[src/rtl/voter_pkg.sv]
// Shared types and helpers for the threshold voter: filter state encoding,
// channel popcount and the derived count/threshold width.
package voter_pkg;

   localparam int MAX_N = 64;

   typedef enum logic {
      STABLE  = 1'b0,
      PENDING = 1'b1
   } filt_state_e;

   // Width needed to hold a count of 0..n inclusive.
   function automatic int cw_of(input int n);
      return $clog2(n + 1);
   endfunction

   // Counts set bits among the lowest n bits of v.
   function automatic logic [6:0] popcount(input logic [63:0] v, input int n);
      logic [6:0] c;
      c = '0;
      for (int i = 0; i < MAX_N; i++) begin
         if (i < n) c = c + 7'(v[i]);
      end
      return c;
   endfunction

endpackage

[src/rtl/vote_filter.sv]
// Persistence filter: the committed vote only follows the raw decision after
// it has disagreed for HOLD consecutive enabled cycles.
module vote_filter
   import voter_pkg::*;
#(
   parameter  int HOLD = 2,
   localparam int HW   = $clog2(HOLD + 1)
) (
   input  logic clk,
   input  logic rst_n,
   input  logic en,
   input  logic raw,
   output logic vote,
   output logic changed
);

   filt_state_e   state, state_d;
   logic [HW-1:0] hold_cnt, hold_d;
   logic          vote_d, changed_d;

   always_ff @(posedge clk or negedge rst_n) begin
      if (!rst_n) begin
         state    <= STABLE;
         hold_cnt <= '0;
         vote     <= 1'b0;
         changed  <= 1'b0;
      end else begin
         state    <= state_d;
         hold_cnt <= hold_d;
         vote     <= vote_d;
         changed  <= changed_d;
      end
   end

   // Frozen when en is low except that changed always drops back to 0.
   always_comb begin
      state_d   = state;
      hold_d    = hold_cnt;
      vote_d    = vote;
      changed_d = 1'b0;
      if (en) begin
         case (state)
            STABLE: begin
               if (raw != vote) begin
                  if (HOLD == 1) begin
                     vote_d    = raw;
                     changed_d = 1'b1;
                  end else begin
                     state_d = PENDING;
                     hold_d  = HW'(1);
                  end
               end else begin
                  hold_d = '0;
               end
            end
            PENDING: begin
               if (raw == vote) begin
                  state_d = STABLE;
                  hold_d  = '0;
               end else if (hold_cnt == HW'(HOLD - 1)) begin
                  vote_d    = raw;
                  changed_d = 1'b1;
                  state_d   = STABLE;
                  hold_d    = '0;
               end else begin
                  hold_d = hold_cnt + HW'(1);
               end
            end
            default: begin
               state_d = STABLE;
               hold_d  = '0;
            end
         endcase
      end
   end

endmodule

[src/rtl/threshold_voter.sv]
// N-channel registered threshold voter: samples masked channel votes, compares
// the count with a run-time threshold and debounces the result.
module threshold_voter
   import voter_pkg::*;
#(
   parameter  int N    = 4,
   parameter  int HOLD = 2,
   localparam int CW   = cw_of(N)
) (
   input  logic          clk,
   input  logic          rst_n,
   input  logic          en,
   input  logic [N-1:0]  ch_in,
   input  logic [N-1:0]  ch_mask,
   input  logic [CW-1:0] thr,
   output logic          vote,
   output logic [CW-1:0] count,
   output logic          changed,
   output logic          split
);

   logic [CW-1:0] count_q, act_q, thr_q;
   logic          raw;

   always_ff @(posedge clk or negedge rst_n) begin
      if (!rst_n) begin
         count_q <= '0;
         act_q   <= '0;
         thr_q   <= '0;
      end else if (en) begin
         count_q <= CW'(popcount(64'(ch_in & ch_mask), N));
         act_q   <= CW'(popcount(64'(ch_mask), N));
         thr_q   <= thr;
      end
   end

   // A zero threshold disables the vote rather than making it trivially true.
   assign raw   = (thr_q != '0) && (count_q >= thr_q);
   assign split = (count_q != '0) && (count_q != act_q);
   assign count = count_q;

   vote_filter #(
      .HOLD(HOLD)
   ) u_filter (
      .clk    (clk),
      .rst_n  (rst_n),
      .en     (en),
      .raw    (raw),
      .vote   (vote),
      .changed(changed)
   );

endmodule

[config.mk]
export PLATFORM = sky130hd
export DESIGN_NAME = threshold_voter
export DESIGN_NICKNAME = d
export VERILOG_FILES = /design/src/rtl/voter_pkg.sv /design/src/rtl/vote_filter.sv /design/src/rtl/threshold_voter.sv
export SDC_FILE = /design/constraint.sdc
export NUM_CORES = 1
export LEC_CHECK = 0
export ABC_AREA = 1
export CORE_MARGIN = 10
export CORE_UTILIZATION = 52
export DETAILED_ROUTE_END_ITERATION = 7
export HOLD_SLACK_MARGIN = 0.12
export PLACE_DENSITY = 0.82
export SETUP_SLACK_MARGIN = 0.1
export SLEW_MARGIN = 20
export SYNTH_ARGS = -nofsm -noshare
export SYNTH_HDL_FRONTEND = slang
export SYNTH_HIERARCHICAL = 1
export SYNTH_SLANG_ARGS = --single-unit
[constraint.sdc]
create_clock -name clk -period 2.5 [get_ports clk]
set_clock_uncertainty 0.1 [all_clocks]
set_input_delay 0.25 -clock clk [delete_from_list [all_inputs] [get_ports clk]]
set_output_delay 0.25 -clock clk [all_outputs]
set_load 0.05 [all_outputs]
==> impl_metrics.tcl <==
set metrics [dict create \
    dieHeight_um 61.6 \
    top_layer "met4" \
    htree_levels 1 \
    antenna_found_initial 0 \
    tns_ps 0 \
    cts_setup_buffers 0 \
    cts_resized 0 \
    place_hpwl_um 1610 \
    relSlewSlack_pct 56.9 \
    p_per_area_mw_per_mm2 697 \
    vias 728 \
    die_x_um 61.6 \
    start_kind "register" \
    numPortBuffers 19 \
    worstSetupPathType "reg -> out" \
    synth_cells 104 \
    ioPinCount 20 \
    postRouteAntennaNets 0 \
    finalSetupViolations 0 \
    yosysWarnings 6 \
    mostFrequentLayoutCells "28 x nand2_1, 19 x inv_1, 19 x clkdlybuf4s50_1" \
    drt-met1-wl_um 765 \
    fmax_mhz 437 \
    start_util_pct 57.0 \
    fin_nets 155 \
    reg2reg_slack_ps 600 \
    syn2layout_area_growth_pct 27.0 \
    cts_made_buffers 3 \
    avgRoutedWirePerCell_um 13.4 \
    ys_ff_latch 14 \
    clkSlewWorstSetupHoldPaths_ps 90 \
    cts_tree "done" \
    gp_congestion 0.817 \
    layout-drive-gt1-share_pct 9.45 \
    async_reset_ff_share_pct 100 \
    hp-class "in -> async" \
    ys.flop_type "dfrtp_1" \
    synth_cell_types 21 \
    period_needed_ps 2290 \
    arrival_ps 1940 \
    syn-num-nets 131 \
    netlist_area_um2 898 \
    grt_pass1_wl_um 3240 \
    clkSinkCount 14 \
    fin_area_mm2 0.00114 \
    endpoint_kind "output port" \
    met2_length_um 969 \
    rows 14 \
    synth-edff-count 0 \
    utilization_pct 72.4 \
    first_pass_iters 4 \
    cts_buffer_depth 2 \
    hold_viol_final 0 \
    grt_max_degree 15 \
    tightest_slew_ps 644 \
    dieArea_mm2 0.00379 \
    holdBufCountCts 0 \
    critPathMaxFanout 5 \
    leakagePower_nw 0.605 \
    n_fill_cell 111 \
    required_ps 2150 \
    peakVddDrop_mv 0.459 \
    core_mm2 0.00158 \
    drt-initial-drc-count 19 \
    post_dp_cell_area_mm2 0.00110 \
    cts_root_buf "clkbuf_4" \
    grt-ovfl-total 0 \
    remaining_drc_errors 0 \
    wl_um 1920 \
    reg2reg_from "count[2]$_DFFE_PN0P_" \
    rr_worst_depth 9 \
    clkLatencyLatePin_ps 290 \
    yosysSeqAreaShare_pct 39.0 \
    status "finished, final reports clean" \
    final_common_cell "nand2_1" \
    rsz0062_at_grt "no" \
    avgSynthCellArea_um2 8.64 \
    cap_violations 0 \
    via_per_inst 5.09 \
    post-route-period-util_pct 91.4 \
    reg2reg_to "u_filter/vote$_DFFE_PN0P_" \
    slew_violations 0 \
    antennaDiodeCount 0 \
    wl_met3_um 146 \
    track_usage_pct 11.5 \
    grt_pass1_vias 770 \
]
## state kept, by name (all words and copies together), names as in the netlist
signal	count
u_filter/hold_cnt	2
act_q	3
thr_q	3
u_filter/vote	1
u_filter/state	1
count	3
u_filter/changed	1
## metrics by stage
step | cells | setup slack [ps] | total power, mW | hold slack, ps
after CTS | 143 | 208 | 0.802 | 260
after global placement | 139 | 170 | 0.620 | 387
final | 143 | 214 | 0.795 | 244
after global routing | 143 | 130 | 0.856 | 258
after detailed placement | 139 | 57.7 | 0.636 | 390
after floorplan | 104 | 526 | 0.527 | -146
## cell families after synthesis
kind of cell / after synthesis / synth area share (%)
AO/OA/AOI/OAI: 14 / 8.77
XOR/XNOR: 1 / 0.975
adder cells (fa/ha/maj): 13 / 21.4
buffers and inverters: 22 / 10.0
flip-flops: 14 / 39.0
multiplexers: 2 / 2.51
AND/OR/NAND/NOR: 38 / 17.3
## per-layer routing
layer | GRT usage, % | vias to the layer above
met5 | 0 | -
li1 | - | 365
met3 | 4.94 | 5
met4 | 4.78 | 0
met1 | 12.0 | 339
met2 | 19.8 | 19
## cell usage after synthesis, drive strengths merged (2+ instances only)
| cell type | instances | area (um2) |
|---|---|---|
| a21oi | 4 | 23.8 |
| nand2 | 29 | 111 |
| dfrtp | 14 | 350 |
| inv | 21 | 78.8 |
| ha | 9 | 113 |
| o21ai | 8 | 40.0 |
| nand3 | 2 | 10.0 |
| nor3 | 2 | 10.0 |
| mux2 | 2 | 22.5 |
| fa | 4 | 80.1 |
| nor2 | 4 | 17.5 |
## critical path, stage by stage (launching register included)
cell and delay [ps]:
dfrtp_1 450, inv_1 100, nand2_1 60, nand2_1 70
nor2_1 50, a21oi_1 110, clkdlybuf4s50_1 820
## worst max-delay path by stage
stage / from / to / slack (ps) / cells past startpoint
2_1_floorplan: count[2]$_DFFE_PN0P_ / u_filter/vote$_DFFE_PN0P_ / 530 / 9
3_3_place_gp: ch_mask[0] / act_q[1]$_DFFE_PN0P_ / 170 / 8
3_5_place_dp: ch_mask[0] / act_q[1]$_DFFE_PN0P_ / 60 / 8
4_1_cts: count[2]$_DFFE_PN0P_ / split / 210 / 6
5_1_grt: count[2]$_DFFE_PN0P_ / split / 130 / 6
6_report: count[2]$_DFFE_PN0P_ / split / 210 / 6
## final cells by class
type | count | area, um2 | area share [%]
Inverter | 21 | 78.8 | 6.91
Clock buffer | 4 | 36.3 | 3.18
Sequential cell | 14 | 350 | 30.7
Timing Repair Buffer | 20 | 198 | 17.3
Multi-Input combinational cell | 68 | 458 | 40.1
Tap cell | 16 | 20.0 | 1.75
## power breakdown
group / switching, mW / internal [mW] / leakage, nW / total (mW)
Combinational: 0.195 / 0.123 / 0.406 / 0.318
Sequential: 0.0396 / 0.270 / 0.178 / 0.310
Clock: 0.0779 / 0.0888 / 0.0210 / 0.167
Power figures use the tool's default switching activity.
